## src/rtl/mem_arb_pkg.sv

```systemverilog
// Shared types and constants for the unified-memory port arbiter.
package mem_arb_pkg;

   typedef enum logic [1:0] {IDLE, ISSUE, WAIT, RESP} arb_state_e;

   localparam logic       OWN_IF    = 1'b0;
   localparam logic       OWN_D     = 1'b1;
   localparam logic [3:0] MASK_NONE = 4'b0000;

endpackage

```

## src/rtl/mem_arb_prio.sv

```systemverilog
// Grant decision between fetch and data requesters.
// Data wins by default; fetch wins once it has lost STARVE_MAX times in a row.
module mem_arb_prio
   import mem_arb_pkg::*;
#(
   parameter int unsigned STARVE_MAX = 4
) (
   input  logic clk,
   input  logic rst,
   input  logic if_req,
   input  logic d_req,
   input  logic decide_en,
   output logic gnt_if,
   output logic gnt_d
);

   localparam logic [3:0] STARVE_LIM = 4'(STARVE_MAX);

   logic [3:0] starve_q, starve_d;
   logic       fetch_due;

   always_comb begin
      // NOTE: every output of this block gets a value before any branch, so no latch can be inferred.
      fetch_due = if_req && (starve_q == STARVE_LIM);
      gnt_d     = decide_en && d_req && !fetch_due;
      gnt_if    = decide_en && if_req && !gnt_d;
      starve_d  = starve_q;
      if (gnt_if) begin
         starve_d = '0;
      end else if (gnt_d && if_req && (starve_q != STARVE_LIM)) begin
         starve_d = starve_q + 4'd1;
      end
   end

   always_ff @(posedge clk or posedge rst) begin
      // NOTE: sequential state uses non-blocking assignments so all flops update together at the edge.
      if (rst) starve_q <= '0;
      else     starve_q <= starve_d;
   end

endmodule

```

## src/rtl/mem_port_arbiter.sv

```systemverilog
// Shares one synchronous memory port between instruction fetch and load/store,
// sequencing ISSUE/WAIT/RESP and stalling the core while an access is in flight.
module mem_port_arbiter
   import mem_arb_pkg::*;
#(
   parameter int unsigned ADDR_W     = 8,
   parameter int unsigned DATA_W     = 32,
   parameter int unsigned MEM_LAT    = 1,
   parameter int unsigned STARVE_MAX = 4
) (
   input  logic              clk,
   input  logic              rst,
   input  logic              if_req,
   input  logic [ADDR_W-1:0] if_addr,
   output logic              if_gnt,
   output logic              if_rvalid,
   output logic [DATA_W-1:0] if_rdata,
   input  logic              d_req,
   input  logic              d_we,
   input  logic [ADDR_W-1:0] d_addr,
   input  logic [DATA_W-1:0] d_wdata,
   input  logic [3:0]        d_mask,
   output logic              d_gnt,
   output logic              d_rvalid,
   output logic [DATA_W-1:0] d_rdata,
   output logic              mem_request,
   output logic [ADDR_W-1:0] mem_address,
   output logic              mem_we_re,
   output logic [3:0]        mem_masking,
   output logic [DATA_W-1:0] mem_w_data,
   input  logic [DATA_W-1:0] mem_r_data,
   output logic              stall
);

   localparam logic [2:0] LAT_LOAD = 3'(MEM_LAT - 1);

   arb_state_e        state_q, state_d;
   logic [2:0]        lat_q, lat_d;
   logic              owner_q, owner_d;
   logic [ADDR_W-1:0] addr_q, addr_d;
   logic              we_q, we_d;
   logic [3:0]        mask_q, mask_d;
   logic [DATA_W-1:0] wdata_q, wdata_d;
   logic [DATA_W-1:0] rdata_q, rdata_d;

   logic decide_state, decide_en, gnt_if, gnt_d, in_issue, in_resp;

   // Reset gates the decision so grants and stall drop without waiting for an edge.
   assign decide_state = (state_q == IDLE) || (state_q == RESP);
   assign decide_en    = !rst && decide_state;

   mem_arb_prio #(.STARVE_MAX(STARVE_MAX)) u_prio (
      .clk       (clk),
      .rst       (rst),
      .if_req    (if_req),
      .d_req     (d_req),
      .decide_en (decide_en),
      .gnt_if    (gnt_if),
      .gnt_d     (gnt_d)
   );

   always_comb begin
      state_d = state_q;
      lat_d   = lat_q;
      owner_d = owner_q;
      addr_d  = addr_q;
      we_d    = we_q;
      mask_d  = mask_q;
      wdata_d = wdata_q;
      rdata_d = rdata_q;
      case (state_q)
         IDLE, RESP: begin
            if (gnt_d) begin
               owner_d = OWN_D;
               addr_d  = d_addr;
               we_d    = d_we;
               mask_d  = d_we ? d_mask : MASK_NONE;
               wdata_d = d_we ? d_wdata : '0;
               state_d = ISSUE;
            end else if (gnt_if) begin
               owner_d = OWN_IF;
               addr_d  = if_addr;
               we_d    = 1'b0;
               mask_d  = MASK_NONE;
               wdata_d = '0;
               state_d = ISSUE;
            end else begin
               state_d = IDLE;
            end
         end
         ISSUE: begin
            lat_d   = LAT_LOAD;
            state_d = WAIT;
         end
         WAIT: begin
            if (lat_q == 3'd0) begin
               rdata_d = mem_r_data;
               state_d = RESP;
            end else begin
               lat_d = lat_q - 3'd1;
            end
         end
         default: state_d = IDLE;
      endcase
   end

   always_ff @(posedge clk or posedge rst) begin
      if (rst) begin
         state_q <= IDLE;
         lat_q   <= '0;
         owner_q <= OWN_IF;
         addr_q  <= '0;
         we_q    <= 1'b0;
         mask_q  <= MASK_NONE;
         wdata_q <= '0;
         rdata_q <= '0;
      end else begin
         state_q <= state_d;
         lat_q   <= lat_d;
         owner_q <= owner_d;
         addr_q  <= addr_d;
         we_q    <= we_d;
         mask_q  <= mask_d;
         wdata_q <= wdata_d;
         rdata_q <= rdata_d;
      end
   end

   assign in_issue = (state_q == ISSUE);
   assign in_resp  = (state_q == RESP);

   assign if_gnt      = gnt_if;
   assign d_gnt       = gnt_d;
   assign mem_request = in_issue;
   assign mem_address = in_issue ? addr_q : '0;
   assign mem_we_re   = in_issue && we_q;
   assign mem_masking = in_issue ? mask_q : MASK_NONE;
   assign mem_w_data  = in_issue ? wdata_q : '0;

   assign if_rvalid = in_resp && (owner_q == OWN_IF);
   assign d_rvalid  = in_resp && (owner_q == OWN_D);
   assign if_rdata  = if_rvalid ? rdata_q : '0;
   // A completed store reports zero data.
   assign d_rdata   = (d_rvalid && !we_q) ? rdata_q : '0;

   assign stall = !rst && !(decide_state && !gnt_if && !gnt_d);

endmodule

```

## config.mk

```make
export PLATFORM = sky130hd
export DESIGN_NAME = mem_port_arbiter
export DESIGN_NICKNAME = d
export VERILOG_FILES = /design/src/rtl/mem_arb_pkg.sv /design/src/rtl/mem_arb_prio.sv /design/src/rtl/mem_port_arbiter.sv
export SDC_FILE = /design/constraint.sdc
export NUM_CORES = 1
export LEC_CHECK = 0
export CAP_MARGIN = 40
export CORE_MARGIN = 8
export CORE_UTILIZATION = 44
export CTS_CLUSTER_DIAMETER = 120
export DETAILED_ROUTE_END_ITERATION = 7
export PLACE_DENSITY = 0.95
export SYNTH_ARGS = -nofsm -noshare
export SYNTH_HDL_FRONTEND = slang
export SYNTH_HIERARCHICAL = 1
export SYNTH_SLANG_ARGS = --single-unit
```

## constraint.sdc

```tcl
create_clock -name clk -period 8.39 [get_ports clk]
set_input_delay 1.678 -clock clk [delete_from_list [all_inputs] [get_ports clk]]
set_output_delay 1.678 -clock clk [all_outputs]
set_load 0.02 [all_outputs]
```

==> results of run 1 <==
[through the flow]
stage	hold slack (ns)	util (%)	cells	total power, W
after floorplan	0.4559	-	382	0.001237
after global placement	0.4736	66.22	699	0.001493
after detailed placement	0.4738	66.64	701	0.001549
after CTS	0.4968	68.77	717	0.001846
after global routing	0.5106	68.77	717	0.001947
final	0.4910	68.77	717	0.001825
[placed cells by master (no fill, tap or decap), types with 4 or more instances in the layout]
master,Yosys,routed
inv_1,12,11
nor3_1,9,9
nand3_1,4,4
clkbuf_8,0,10
nand2_1,10,10
mux2_2,32,32
clkdlybuf4s50_1,0,203
and2_1,110,110
dfrtp_1,87,87
a22o_1,36,36
o21ai_0,4,4
nand3b_1,5,5
o221a_2,4,4
ha_1,7,7
a21oi_1,5,5
buf_4,1,5
nor2_1,9,9
[layer usage]
metal / vias up / GRT usage, % / wire [µm]
li1: 1688 / - / -
met2: 176 / 31.71 / 5969
met3: 18 / 6.540 / 1190
met5: - / 0 / 0
met1: 1696 / 21.27 / 5019
met4: 0 / 5.590 / 194
[area by class of cell]
| type | count | area [µm²] |
|---|---|---|
| Clock buffer | 10 | 137.6 |
| Clock inverter | 6 | 66.31 |
| Fill cell | 719 | 2997 |
| Inverter | 12 | 46.29 |
| Multi-Input combinational cell | 259 | 1894 |
| Sequential cell | 87 | 2177 |
| Tap cell | 133 | 166.4 |
| Timing Repair Buffer | 210 | 2110 |
[flip-flops by register name, indices dropped and copies added (netlist names), 2 cells and up]
name,count
rdata_q,32
wdata_q,32
addr_q,8
mask_q,4
u_prio/starve_q,4
lat_q,3
state_q,2
[worst max path at each step]
stage | slack, ns | cells past startpoint | startpoint | to
floorplan | 3.41 | 6 | rst | stall
global placement | 2.68 | 7 | rst | stall
detailed placement | 2.51 | 7 | rst | stall
CTS | 2.50 | 7 | rst | stall
global route | 2.30 | 7 | rst | stall
finish | 2.46 | 7 | rst | stall
[cells by family (layout without fill, tap and decap cells)]
logic type / after synthesis / after routing / share of synthesized area [%]
AO/OA/AOI/OAI: 59 / 59 / 11.42
buffers and inverters: 36 / 238 / 4.743
adder cells (fa/ha/maj): 7 / 7 / 2.049
flip-flops: 87 / 87 / 50.94
multiplexers: 32 / 32 / 8.431
AND/OR/NAND/NOR: 161 / 161 / 22.42
[power groups by stage]
stage | Sequential (W) | Combinational [W] | Clock, W
final | 0.000720 | 0.000814 | 0.000291
after global routing | 0.000744 | 0.000882 | 0.000321
after CTS | 0.000720 | 0.000824 | 0.000303
after detailed placement | 0.000725 | 0.000824 | 0
after global placement | 0.000715 | 0.000778 | 0
after floorplan | 0.000681 | 0.000556 | 0
==> metrics.txt, run 1 <==
Synth top cells by count and2_1, dfrtp_1, a22o_1, mux2_2, inv_1; Synth warnings 6; Setup-failing EPs final 0; P per Cell Area 276.6 nW/µm²; delay-heaviest family, CP buffers and inverters; Pint 0.001177 W; Largest stage delay, worst path 0.72 ns; status finished, final reports clean; syn nets 478; Required @ worst endpoint 6.71 ns; Max Slew Vio Count 0; routability cong. 0.7558; htree depth 3; Fmax 168.5 MHz; final setup margin 2.456 ns; Post-synth EDFFs 0; Main synth FF type dfrtp_1; Hold Buf Count CTS 0; Worst Hold Endpoint lat_q[1]; Post-CTS Setup Bufs 0; gr ovfl total 0; CTS Root Cell clkbuf_8; WL/cell 17.26 µm; largest net degree at the start of global routing 47; Hold Path Stages 1; Setup crit end kind output port; Hold Violations, Final 0; clock skew 0.009912 ns; Sequential Power Share 39.4%; ys async rst share 100.0%; worst min-delay path category flop to flop; TritonCTS buffer count 9; placed inst area 6394 µm²; Comb pwr share 44.6%; Slew headroom 41.61%; critical path buffer and inverter count 2; # diodes 0; first-pass GRT wire length 19.37 mm; period utilisation layout 70.73%; Post-DP HPWL 9.871 mm; die height 114.6 µm; Port Buf Inserts 203; DRC 0; first-pass iteration count of the detailed router 4; Worst Path Max Fanout 10; Mapped Area 4274 µm²; initial antenna violation count 0; P_sw 0.0006475 W; Total Routing Usage GR 18.56%; Syn Inst Count 382; DR vias 3,578; vias per inst 4.990; top-area cell type share of the netlist area 50.94%; synth-to-layout area growth 54.36%; reg2reg setup slack 5.37 ns; Clk pin slew, worst setup/hold paths 0.08 ns; io pins 204; overall routed net length 12.37 mm; Final ANT Viol Nets 0; Setup TNS Final 0 ns; crit-path cells clkdlybuf4s50_1 > nor2b_1 > nand2_1 > a21oi_1 > nor2_1 > a21oi_1 > clkdlybuf4s50_1; Critical Path AT 4.26 ns; Synth area leader dfrtp_1; cells on worst reg2reg path 8; die width 114.6 µm; Hold Path Origin lat_q[1]; worst-skew pair later-pin latency 0.34 ns; Place WS 2.511 ns; share of cells above drive strength 1 10.62%; sequential fraction of the synthesis area 50.94%; Reg-to-Reg Start state_q[0]; top-count cell post-synth and2_1; flops & latches, synth 87; switching fraction of total power 35.49%; synth top area cells dfrtp_1, and2_1, mux2_2; Tmin final 5.934 ns; Syn Area/Cell 11.19 µm²; CTS sink cnt 87; Starting Density 44.55%; Netlist cell types 34; Lkg Pwr 2.833 nW; number of global-route vias before repair 3,748; MaxCap Viol Count 0; 1st-iter DRT viols 176; Clk pwr share 15.9%; Core Area 9594 µm²; clock buffer depth 2; nets@finish 675; CTS resizes 0; RSZ-0062 raised after global routing no; Crit Path Class input port to output port; Worst-Margin Slew 0.8758 ns; CTS tree built; slowest stage cell, crit path a21oi_1; Reg2Reg Capture Point mask_q[2]; Worst IR Drop VDD 0.2238 mV; row cnt 36; die area 13,120 µm²; Final Cell Area 6598 µm²; CP startpoint kind input port
Power figures use the tool's default switching activity.
==> run 2: changes to the inputs <==
- CORE_UTILIZATION: 44 -> 37
- PLACE_DENSITY: 0.95 -> 0.86
- clock period: 8.39 -> 4.8 ns (I/O delays scaled with it)
==> run 2 against run 1 <==
Net effect:
- largest cell class unchanged
- final cell count is 1.4% higher
- power grew 93%
- sequential cell count unchanged
- first-iteration DRC count fell by 14%
- highest routed layer unchanged
- combinational power up 74%
- final area grew 2.9%
- global-route usage fell by 2.3 points
- register-to-register slack worse by 3.2 ns
==> metrics.txt, run 2 (synthesized netlist as in run 1, its figures left out) <==
Worst-Margin Slew 0.7754 ns (-0.1004 ns); Hold Violations, Final 0 (unchanged); Worst Path Max Fanout 10 (unchanged); period utilisation layout 84.22%; Tmin final 4.043 ns; DRC 0 (unchanged); die width 123.5 µm (+7.8%); status finished, final reports clean; Post-DP HPWL 10.10 mm (+2.3%); Clk pin slew, worst setup/hold paths 0.06 ns (-0.02 ns); share of cells above drive strength 1 10.62% (unchanged); synth-to-layout area growth 58.81%; number of global-route vias before repair 3,820 (+1.9%); Hold Buf Count CTS 0 (unchanged); MaxCap Viol Count 0 (unchanged); Setup crit end kind output port; # diodes 0 (unchanged); Reg-to-Reg Start state_q[0]; clock buffer depth 2 (unchanged); TritonCTS buffer count 9 (unchanged); slowest stage cell, crit path clkdlybuf4s50_1; Largest stage delay, worst path 0.62 ns (-0.10 ns); worst min-delay path category flop to flop; CTS Root Cell clkbuf_16; die height 123.5 µm (+7.8%); Fmax 247.4 MHz; CTS resizes 0 (unchanged); 1st-iter DRT viols 152 (-14%); first-pass iteration count of the detailed router 4 (unchanged); gr ovfl total 0 (unchanged); Fill cells 925 (+29%); Lkg Pwr 2.914 nW (+2.8%); largest net degree at the start of global routing 50 (+6.4%); Reg2Reg Capture Point wdata_q[13]; Post-CTS Setup Bufs 0 (unchanged); CP startpoint kind input port; Crit Path Class input port to output port; RSZ-0062 raised after global routing no; htree depth 3 (unchanged); clock skew 0.008146 ns (-0.001765 ns); routability cong. 0.7920 (+4.8%); crit path from rst; reg2reg setup slack 2.18 ns (-3.19 ns); Required @ worst endpoint 3.84 ns (-2.87 ns); Tot Pwr 0.003522 W (+93%); Setup TNS Final 0 ns (unchanged); die area 15,250 µm² (+16%); Starting Density 37.59% (-7.0 points); worst hold slack 0.4923 ns (+0.001301 ns); Hold Path Origin mask_q[1]; Core Area 11,370 µm² (+19%); vias per inst 4.959 (-0.63%); Total Routing Usage GR 16.29% (-2.3 points); CTS tree built; commonest non-fill, non-tap cell in the layout clkdlybuf4s50_1; Max Slew Vio Count 0 (unchanged); DR vias 3,605 (+0.75%); CP endpoint stall; crit-path cells clkdlybuf4s50_1 > nor2b_1 > nand2_1 > a21oi_1 > buf_4 > nor2_1 > a21oi_1 > clkdlybuf4s50_1; worst-skew pair later-pin latency 0.33 ns (about the same); nets@finish 676 (+0.15%); P per Cell Area 518.9 nW/µm² (+88%); Worst IR Drop VDD 0.2263 mV (+1.1%); WL/cell 17.59 µm (+1.9%); Critical Path AT 3.08 ns (-1.18 ns); Largest regs rdata_q (32), wdata_q (32), addr_q (8); row cnt 39 (+8.3%); commonest non-fill, non-tap cells in the layout clkdlybuf4s50_1, and2_1, dfrtp_1; initial antenna violation count 0 (unchanged); Final ANT Viol Nets 0 (unchanged); Hold Path Stages 1 (unchanged); Port Buf Inserts 203 (unchanged); Setup-failing EPs final 0 (unchanged); CTS sink cnt 87 (unchanged); cells on worst reg2reg path 9 (+1); Slew headroom 48.30% (+6.7 points); io pins 204 (unchanged); first-pass GRT wire length 19.52 mm (+0.78%); overall routed net length 12.79 mm (+3.4%)
==> run 2: final cells by class <==
type | count | area (µm²) | share of cell area, %
clock buffers | 9 | 225.2 | 3.318
repair buffers | 211 | 2132 | 31.41
multi-input cells | 259 | 1894 | 27.91
flip-flops and latches | 87 | 2177 | 32.07
inverters | 12 | 46.29 | 0.6820
well taps | 143 | 178.9 | 2.636
clock inverters | 6 | 133.9 | 1.972
==> run 2: routing by layer <==
| layer | GRT usage [%] | part of all wire [%] |
|---|---|---|
| met3 | 5.068 | 10 |
| met5 | 0 | 0 |
| met4 | 6.020 | 1.8 |
| met1 | 18.22 | 40 |
| met2 | 28.56 | 48 |
==> run 2: how the worst min path moves through the flow <==
stage	endpoint	slack, ns
floorplan	we_q	0.46
global placement	lat_q[1]	0.47
detailed placement	wdata_q[4]	0.48
CTS	wdata_q[12]	0.50
global route	wdata_q[15]	0.50
finish	mask_q[1]	0.49
==> run 2: through the flow <==
step | instance area [µm²] | std cells | util (%) | setup WS [ns]
floorplan | 4274 | 382 | - | 1.220
global placement | 6374 | 710 | 56.06 | 0.8859
detailed placement | 6429 | 712 | 56.54 | 0.7796
CTS | 6788 | 727 | 59.70 | 0.7538
global route | 6788 | 727 | 59.70 | 0.6361
finish | 6788 | 727 | 59.70 | 0.7572
==> run 2: power by group <==
group	leakage [nW]	switching [W]	total, W	internal, W
clock network	0.175	0.000280	0.000838	0.000558
logic	1.65	0.000670	0.00142	0.000748
registers	1.09	0.000205	0.00127	0.00106
==> run 2: worst max-delay path, delay by kind of cell <==
kind / cells / cell delay [ns]
AO/OA/AOI/OAI: 2 / 0.32
buffers and inverters: 3 / 1.29
AND/OR/NAND/NOR: 3 / 0.51
==> run 3: changes to the inputs <==
- clock period: 4.8 -> 3.71 ns (I/O delays scaled with it)
==> run 3 against run 2 <==
Net effect:
- power up 26%
- sequential power is 28% higher
- sequential cell count unchanged
- combinational power grew 31%
- clock power is 13% higher
- sequential share of layout area up 0.29 points
==> metrics.txt, run 3 (synthesized netlist as in run 1, its figures left out) <==
status finished, final reports clean; WL/cell 17.54 µm (-0.30%); Clk pin slew, worst setup/hold paths 0.06 ns (about the same); first-pass GRT wire length 19.46 mm (-0.32%); period utilisation layout 92.46%; clock buffer depth 2 (unchanged); Post-CTS Setup Bufs 0 (unchanged); TritonCTS buffer count 9 (unchanged); row cnt 39 (unchanged); die height 123.5 µm (unchanged); number of global-route vias before repair 3,782 (-0.99%); Starting Density 37.59% (unchanged); P per Cell Area 658.8 nW/µm² (+27%); DRC 0 (unchanged); overall routed net length 12.77 mm (-0.16%); Fill cells 945 (+2.2%); RSZ-0062 raised after global routing no; gr ovfl total 0 (unchanged); CTS tree built; Worst Path Max Fanout 9 (-1); Non-Filler Instances 728 (+0.14%); DR vias 3,590 (-0.42%); share of cells above drive strength 1 10.60% (-0.018 points); Post-DP HPWL 10.10 mm (about the same); Fmax 291.5 MHz; Hold Buf Count CTS 0 (unchanged); placed cell count 712 (unchanged); commonest non-fill, non-tap cells in the layout clkdlybuf4s50_1, and2_1, dfrtp_1; worst-skew pair later-pin latency 0.33 ns (about the same); Total Routing Usage GR 16.25% (-0.034 points); routability cong. 0.8192 (+3.4%); MaxCap Viol Count 0 (unchanged); largest net degree at the start of global routing 84 (+68%); initial antenna violation count 0 (unchanged); vias per inst 4.931 (-0.55%); Final Cell Area 6728 µm² (-0.88%); worst min-delay path category flop to flop; Hold Violations, Final 0 (unchanged); Setup crit end kind output port; io pins 204 (unchanged); Max Slew Vio Count 0 (unchanged); final core utilization 59.17% (-0.53 points); die area 15,250 µm² (unchanged); Worst IR Drop VDD 0.5587 mV (+150%); Largest regs rdata_q (32), wdata_q (32), addr_q (8); CTS Root Cell clkbuf_16; CTS sink cnt 87 (unchanged); Worst-Margin Slew 0.7663 ns (-0.009156 ns); commonest non-fill, non-tap cell in the layout clkdlybuf4s50_1; Final ANT Viol Nets 0 (unchanged); Critical Path AT 2.69 ns (-0.39 ns); Slew headroom 48.73% (+0.43 points); nets@finish 676 (unchanged); synth-to-layout area growth 57.41%; register area 2177 µm² (unchanged); Tmin final 3.430 ns; # diodes 0 (unchanged); Core Area 11,370 µm² (unchanged); placed inst area 6414 µm² (-0.23%); first-pass iteration count of the detailed router 4 (unchanged); Crit Path Class input port to output port; CTS resizes 0 (unchanged); Port Buf Inserts 203 (unchanged); CP startpoint kind input port; reg2reg setup slack 1.29 ns (-0.89 ns); Required @ worst endpoint 2.97 ns (-0.87 ns); Lkg Pwr 2.880 nW (-1.2%); 1st-iter DRT viols 119 (-22%); htree depth 3 (unchanged); clock skew 0.004920 ns (-0.003226 ns); Setup TNS Final 0 ns (unchanged); Setup-failing EPs final 0 (unchanged); area of the multi-input gates 1894 µm² (unchanged); die width 123.5 µm (unchanged)
[run 3: worst paths after layout]
kind / startpoint / endpoint / cells past startpoint
max: rst / if_gnt / 6
min: lat_q[1] / lat_q[1] / 1
max reg2reg: state_q[0] / wdata_q[29] / 9
min reg2reg: lat_q[1] / lat_q[1] / 1
max in group asynchronous: rst / rdata_q[20] / 3
min in group asynchronous: rst / u_prio/starve_q[2] / 2
[run 3: where the power goes]
group / leakage, nW / total [W] / switching [W] / internal (W)
logic: 1.64 / 0.00186 / 0.000886 / 0.000970
registers: 1.09 / 0.00163 / 0.000258 / 0.00137
clock network: 0.148 / 0.000945 / 0.000358 / 0.000587
[run 3: final cells by class]
class                   count  area share [%]
flip-flops and latches     87           32.36
repair buffers            211           31.47
multi-input cells         259           28.16
clock buffers              10           3.403
well taps                 143           2.659
clock inverters             6           1.265
inverters                  12          0.6881
[run 3: metal layers]
metal | vias up | track usage, % | part of all wire, %
li1 | 1700 | - | -
met1 | 1706 | 18.48 | 41
met2 | 163 | 27.91 | 48
met3 | 21 | 4.612 | 9.4
met4 | 0 | 7.223 | 2.2
met5 | - | 0 | 0
[run 3: worst max-delay path, stage by stage]
cell and delay (ns):
clkdlybuf4s50_1 0.48, nor2b_1 0.25, nand2_1 0.19, a21oi_1 0.20
buf_4 0.20, clkdlybuf4s50_1 0.62
[run 3: stage by stage]
step                setup WS [ns]  power, W  hold slack, ns
finish                     0.2799  0.004432          0.4891
global route               0.1011  0.004714          0.4984
CTS                        0.2761  0.004486          0.4949
detailed placement         0.2854  0.003516          0.4753
global placement           0.3748  0.003404          0.4748
floorplan                  0.3484  0.002798          0.4559
